## src/rtl/dvi_out_pkg.sv

```systemverilog
// rtl/dvi_out_pkg.sv - colour constants, colour-bar table and GBRG packing for dvi_pixel_out
package dvi_out_pkg;

    localparam int BAR_W    = 80;
    localparam int NUM_BARS = 8;
    localparam int COL_W    = 10;

    localparam logic [23:0] COLOR_WHITE   = 24'hFFFFFF;
    localparam logic [23:0] COLOR_YELLOW  = 24'hFFFF00;
    localparam logic [23:0] COLOR_CYAN    = 24'h00FFFF;
    localparam logic [23:0] COLOR_GREEN   = 24'h00FF00;
    localparam logic [23:0] COLOR_MAGENTA = 24'hFF00FF;
    localparam logic [23:0] COLOR_RED     = 24'hFF0000;
    localparam logic [23:0] COLOR_BLUE    = 24'h0000FF;
    localparam logic [23:0] COLOR_BLACK   = 24'h000000;

    // {r,g,b} of each vertical bar, left to right
    function automatic logic [23:0] bar_color(input logic [2:0] idx);
        logic [23:0] rgb;
        case (idx)
            3'd0:    rgb = COLOR_WHITE;
            3'd1:    rgb = COLOR_YELLOW;
            3'd2:    rgb = COLOR_CYAN;
            3'd3:    rgb = COLOR_GREEN;
            3'd4:    rgb = COLOR_MAGENTA;
            3'd5:    rgb = COLOR_RED;
            3'd6:    rgb = COLOR_BLUE;
            default: rgb = COLOR_BLACK;
        endcase
        return rgb;
    endfunction

    // Columns past the last bar stay on the last (black) bar
    function automatic logic [2:0] bar_index(input logic [COL_W-1:0] col);
        logic [2:0] idx;
        idx = 3'd0;
        for (int i = 1; i < NUM_BARS; i++) begin
            if (int'(col) >= i * BAR_W) begin
                idx = 3'(i);
            end
        end
        return idx;
    endfunction

    function automatic logic [23:0] pack_gbrg(input logic [23:0] rgb);
        return {rgb[11:8], rgb[7:0], rgb[23:16], rgb[15:12]};
    endfunction

endpackage

```

## src/rtl/sync_delay_line.sv

```systemverilog
// rtl/sync_delay_line.sv - WIDTH x DEPTH shift register, cleared to CLR_VAL on synchronous reset
module sync_delay_line #(
    parameter int               WIDTH   = 5,
    parameter int               DEPTH   = 1,
    parameter logic [WIDTH-1:0] CLR_VAL = '0
) (
    input  logic             clk,
    input  logic             resetn,
    input  logic [WIDTH-1:0] din,
    output logic [WIDTH-1:0] dout
);

    logic [DEPTH-1:0][WIDTH-1:0] stage_q;
    logic [DEPTH-1:0][WIDTH-1:0] stage_d;

    always_comb begin
        stage_d    = stage_q;
        stage_d[0] = din;
        for (int i = 1; i < DEPTH; i++) begin
            stage_d[i] = stage_q[i-1];
        end
    end

    always_ff @(posedge clk) begin
        if (!resetn) begin
            for (int i = 0; i < DEPTH; i++) begin
                stage_q[i] <= CLR_VAL;
            end
        end else begin
            stage_q <= stage_d;
        end
    end

    assign dout = stage_q[DEPTH-1];

endmodule

```

## src/rtl/dvi_pixel_out.sv

```systemverilog
// rtl/dvi_pixel_out.sv - DVI output stage: sync alignment, GBRG DDR split, underflow fill and stats
// Optional colour-bar generator enabled by defining DVI_TEST_PATTERN_EN.
module dvi_pixel_out
    import dvi_out_pkg::*;
#(
    parameter int          PIPE_LAT   = 1,
    parameter logic [23:0] FILL_COLOR = 24'h000000,
    parameter logic        SYNC_ACT   = 1'b0
) (
    input  logic        Clk,
    input  logic        Reset_n,
    input  logic        hsync_in,
    input  logic        vsync_in,
    input  logic        blank_in,
    input  logic        rd_fifo_in,
    input  logic        fifo_empty,
    input  logic [7:0]  pixel_r,
    input  logic [7:0]  pixel_g,
    input  logic [7:0]  pixel_b,
    input  logic        clr_err,
    input  logic        test_en,
    output logic        hsync_out,
    output logic        vsync_out,
    output logic        de_out,
    output logic [11:0] word_hi,
    output logic [11:0] word_lo,
    output logic        underflow_sticky,
    output logic [15:0] underflow_cnt,
    output logic [15:0] frame_cnt
);

    // Delay-line bit order: {hs, vs, blank, rd, empty}
    localparam logic [4:0] DLY_IDLE = {~SYNC_ACT, ~SYNC_ACT, 1'b1, 1'b0, 1'b0};

    logic [4:0]  dly_out;
    logic        dly_hs, dly_vs, dly_blank, dly_rd, dly_empty;

    logic        hs_q, hs_d, vs_q, vs_d, de_q, de_d;
    logic [23:0] gbrg_q, gbrg_d;
    logic        sticky_q, sticky_d;
    logic [15:0] uf_cnt_q, uf_cnt_d;
    logic [15:0] frame_q, frame_d;
    logic        vs_prev_q, vs_prev_d;
    logic        underflow;
    logic        vs_act;
    logic [23:0] src_rgb;

    sync_delay_line #(
        .WIDTH   (5),
        .DEPTH   (PIPE_LAT),
        .CLR_VAL (DLY_IDLE)
    ) u_sync_delay_line (
        .clk    (Clk),
        .resetn (Reset_n),
        .din    ({hsync_in, vsync_in, blank_in, rd_fifo_in, fifo_empty}),
        .dout   (dly_out)
    );

    assign {dly_hs, dly_vs, dly_blank, dly_rd, dly_empty} = dly_out;

`ifdef DVI_TEST_PATTERN_EN
    logic [COL_W-1:0] col_q, col_d;

    always_comb begin
        col_d = col_q;
        if (dly_blank) begin
            col_d = '0;
        end else if (col_q != '1) begin
            col_d = col_q + 1'b1;
        end
    end

    always_ff @(posedge Clk) begin
        if (!Reset_n) begin
            col_q <= '0;
        end else begin
            col_q <= col_d;
        end
    end
`else
    logic unused_test_en;
    assign unused_test_en = test_en;
`endif

    always_comb begin
        src_rgb = {pixel_r, pixel_g, pixel_b};
`ifdef DVI_TEST_PATTERN_EN
        if (test_en) begin
            src_rgb = bar_color(bar_index(col_q));
        end
`endif
        // Blank and underflow override both live video and the bar pattern
        if (dly_blank || (dly_rd && dly_empty)) begin
            src_rgb = FILL_COLOR;
        end
        hs_d   = dly_hs;
        vs_d   = dly_vs;
        de_d   = ~dly_blank;
        gbrg_d = pack_gbrg(src_rgb);
    end

    // A clear in the same cycle as an underflow still records that underflow
    always_comb begin
        underflow = rd_fifo_in & fifo_empty;
        sticky_d  = sticky_q | underflow;
        uf_cnt_d  = uf_cnt_q;
        if (clr_err) begin
            sticky_d = underflow;
            uf_cnt_d = {15'd0, underflow};
        end else if (underflow && uf_cnt_q != 16'hFFFF) begin
            uf_cnt_d = uf_cnt_q + 16'd1;
        end
    end

    always_comb begin
        vs_act    = (vsync_in == SYNC_ACT);
        vs_prev_d = vs_act;
        frame_d   = frame_q;
        if (vs_act && !vs_prev_q) begin
            frame_d = frame_q + 16'd1;
        end
    end

    always_ff @(posedge Clk) begin
        if (!Reset_n) begin
            hs_q      <= ~SYNC_ACT;
            vs_q      <= ~SYNC_ACT;
            de_q      <= 1'b0;
            gbrg_q    <= '0;
            sticky_q  <= 1'b0;
            uf_cnt_q  <= '0;
            frame_q   <= '0;
            vs_prev_q <= 1'b0;
        end else begin
            hs_q      <= hs_d;
            vs_q      <= vs_d;
            de_q      <= de_d;
            gbrg_q    <= gbrg_d;
            sticky_q  <= sticky_d;
            uf_cnt_q  <= uf_cnt_d;
            frame_q   <= frame_d;
            vs_prev_q <= vs_prev_d;
        end
    end

    assign hsync_out        = hs_q;
    assign vsync_out        = vs_q;
    assign de_out           = de_q;
    assign word_hi          = gbrg_q[23:12];
    assign word_lo          = gbrg_q[11:0];
    assign underflow_sticky = sticky_q;
    assign underflow_cnt    = uf_cnt_q;
    assign frame_cnt        = frame_q;

endmodule

```

## config.mk

```make
export PLATFORM = sky130hd
export DESIGN_NAME = dvi_pixel_out
export DESIGN_NICKNAME = d
export VERILOG_FILES = /design/src/rtl/dvi_out_pkg.sv /design/src/rtl/sync_delay_line.sv /design/src/rtl/dvi_pixel_out.sv
export SDC_FILE = /design/constraint.sdc
export NUM_CORES = 1
export LEC_CHECK = 0
export CORE_UTILIZATION = 43
export CTS_CLUSTER_DIAMETER = 120
export DETAILED_ROUTE_END_ITERATION = 7
export GPL_ROUTABILITY_DRIVEN = 0
export GPL_TIMING_DRIVEN = 0
export MAX_ROUTING_LAYER = met4
export PLACE_DENSITY_LB_ADDON = 0.25
export SLEW_MARGIN = 5
export SYNTH_ARGS = -nofsm -noshare
export SYNTH_HDL_FRONTEND = slang
export SYNTH_SLANG_ARGS = --single-unit
```

## constraint.sdc

```tcl
create_clock -name Clk -period 2.1 [get_ports Clk]
set_input_delay 0.42 -clock Clk [delete_from_list [all_inputs] [get_ports Clk]]
set_output_delay 0.42 -clock Clk [all_outputs]
set_load 0.05 [all_outputs]
```

==> flow_metrics.py <==
metrics = {
    "flow_run": {
        "drv_cap": 0,
    },
    "worst_setup_path": {
        "cp_max_fo": 7,
        "critical-path-top-delay-family": "buffers and inverters",
        "critical_path.cell_chain": "clkdlybuf4s50_1",
        "worstPathArrival_ps": 1620,
        "slowest_stage": "clkdlybuf4s50_1",
        "critical_path_class": "flop to output pin",
        "end_kind": "output pin",
        "slowest_delay_ps": 840,
        "cp-start-kind": "flop",
        "path_buf_inv": 1,
        "required_ps": 1680,
    },
    "yosys": {
        "synth_edf_count": 0,
        "synth_cell_type_count": 40,
        "ys_seq_elements": 66,
        "syn_nets": 282,
        "ys_seq_area_share_pct": 53.9,
        "syn-cell-area_um2": 2450,
        "avgSynthCellArea_um2": 9.92,
        "ys_warn_count": 0,
        "ys.flop_type": "dfxtp_1",
        "netlist_instances": 247,
        "async_flop_share_pct": 0,
    },
    "timing": {
        "tightestPinTransition_ps": 569,
        "slew_violations": 0,
        "setup_tns_ps": 0,
        "finalSetupViolCount": 0,
        "fmax_ghz": 0.489,
        "finalCriticalPeriod_ps": 2040,
        "finalHoldViolCount": 0,
        "post-route-period-util_pct": 97.3,
        "relSlewSlack_pct": 61.9,
        "rsz0062_at_grt": "no",
        "fin_skew_ps": 10.1,
    },
    "drt": {
        "wl_met2_um": 2640,
        "vias": 2203,
        "drt_iter0_drc": 88,
        "drt_wl_total_um": 5620,
        "wire_per_inst_um": 13.2,
        "dr.pass1.iters": 4,
        "vias_per_cell": 5.17,
        "top_layer_used": "met4",
        "antenna_left": 0,
        "wl_met1_um": 2550,
        "route.detailed.drc": 0,
        "dr_wl_met3_um": 312,
    },
    "global_route": {
        "grt_pass1_vias": 2030,
        "grt_first_pass_wirelength_um": 9290,
        "grt_max_degree": 12,
        "grt_usage_pct": 20.5,
        "antenna_found_initial": 0,
        "grt-ovfl-total": 0,
    },
    "power_and_ir_drop": {
        "total_power_mw": 2.53,
        "leakage_nw": 1.41,
        "power.density_nw_per_um2": 687,
        "irDropWorstVdd_mv": 0.340,
    },
    "place": {
        "io_buffer_count": 91,
        "hpwl_um": 4070,
    },
    "cts": {
        "insertion_delay_ps": 330,
        "clk_pin_slew_ps": 70,
        "cts_tree": "done",
        "h-tree-depth": 3,
        "numCtsBuffers": 9,
        "cts.sinks": 66,
        "cts_root_buf": "clkbuf_8",
        "clock_path_buffers": 2,
    },
    "die": {
        "die-area_um2": 6000,
        "start_util_pct": 44.5,
        "core_um2": 5510,
        "rows": 27,
        "io_pins": 93,
        "die_y_um": 77.5,
        "die_x_um": 77.5,
    },
    "final_layout": {
        "drive_above_1_share_pct": 8.19,
        "areaGrowthSynthToFinish_pct": 50.4,
        "finish.net_count": 384,
        "antenna_cells": 0,
    },
    "outcome": {
        "status": "completed",
    },
    "worst_hold_path": {
        "holdCritPathClass": "flop to flop",
    },
}
-- cell usage after synthesis (5+ instances only) --
master	n	area [µm²]
a21oi_1	16	80.1
and2_1	28	175
dfxtp_1	66	1320
inv_1	5	18.8
nand2_1	15	56.3
nand2b_1	6	37.5
nand3_1	7	35.0
nand4_1	9	56.3
nor2_1	15	56.3
o21ai_0	12	60.1
o31ai_1	5	37.5
or3_1	6	37.5
xor2_1	6	52.6
-- what timing repair did --
item / 4_1_cts / 5_1_grt
setup buffers: 0 / 0
resized for setup: 1 / 13
hold buffers: 0 / 0
hold endpoints to repair: 0 / 0
setup endpoints to repair: 20 / 32
pin swaps: 0 / 2
-- cells by family (layout without fill, tap and decap cells) --
family / Yosys count / count (layout) / synth area share (%)
compound gates: 41 / 41 / 10.4
xor+xnor: 10 / 10 / 3.57
fa+ha+maj: 2 / 2 / 1.02
buf+inv: 11 / 118 / 1.69
flops: 66 / 66 / 53.9
mux: 4 / 4 / 1.63
simple gates: 113 / 113 / 27.7
-- cells in the final DEF (no fill, tap or decap), types with 5 or more instances in the layout --
master | synthesis | routed
o21ai_0 | 12 | 12
xor2_1 | 6 | 6
dfxtp_1 | 66 | 66
o31ai_1 | 5 | 5
or3_1 | 6 | 6
nand4_1 | 9 | 9
and2_1 | 28 | 28
nand2_1 | 15 | 15
nand2b_1 | 6 | 6
clkbuf_8 | 0 | 9
dlymetal6s2s_1 | 0 | 7
a21oi_1 | 16 | 16
inv_1 | 5 | 5
nand3_1 | 7 | 7
nor2_1 | 15 | 15
clkdlybuf4s50_1 | 0 | 84
-- area by class of cell --
| cell class | count | area [µm²] |
|---|---|---|
| fillers | 451 | 1820 |
| flip-flops and latches | 66 | 1320 |
| multi-input cells | 170 | 1110 |
| repair buffers | 91 | 928 |
| clock buffers | 11 | 131 |
| well taps | 72 | 90.1 |
| clock inverters | 5 | 55.1 |
| inverters | 6 | 26.3 |
| plain buffers | 5 | 21.3 |
-- through the flow --
step | cell area, µm² | util [%] | cells | hold WS (ps) | setup slack (ps)
after floorplan | 2460 | - | 247 | 386 | -14.4
after global placement | 3460 | 62.9 | 410 | 391 | -454
after detailed placement | 3460 | 62.9 | 410 | 393 | -487
after CTS | 3650 | 66.3 | 426 | 410 | 13.4
after global routing | 3680 | 66.9 | 426 | 445 | 0.266
final | 3680 | 66.9 | 426 | 408 | 56.5
-- state kept, by name (all words and copies together), names as in the netlist --
name / cells
vs_prev_q: 1
vsync_out: 1
underflow_cnt: 16
u_sync_delay_line.dout: 5
frame_cnt: 16
de_out: 1
hsync_out: 1
underflow_sticky: 1
gbrg_q: 24
-- path summary, 6_finish.rpt --
check	start	endpoint	slack, ps	cells after the start
min	u_sync_delay_line.dout[4]	hsync_out	410	1
min reg2reg	u_sync_delay_line.dout[4]	hsync_out	410	1
max reg2reg	underflow_cnt[0]	underflow_cnt[0]	180	5
max	underflow_cnt[5]	underflow_cnt[5]	60	1
-- report_power, final --
group / internal (mW) / total, mW / switching, mW / leakage [nW]
combinational: 0.108 / 0.233 / 0.125 / 0.788
sequential: 1.28 / 1.29 / 0.0157 / 0.536
clock: 0.545 / 1.01 / 0.462 / 0.0893
total: 1.93 / 2.53 / 0.603 / 1.41
-- per-layer routing --
| layer | vias up | GRT usage (%) |
|---|---|---|
| li1 | 1084 | - |
| met1 | 1029 | 24.1 |
| met2 | 79 | 32.2 |
| met3 | 11 | 4.94 |
| met4 | 0 | 11.3 |
| met5 | - | - |
(Power assumes the default switching activity.)
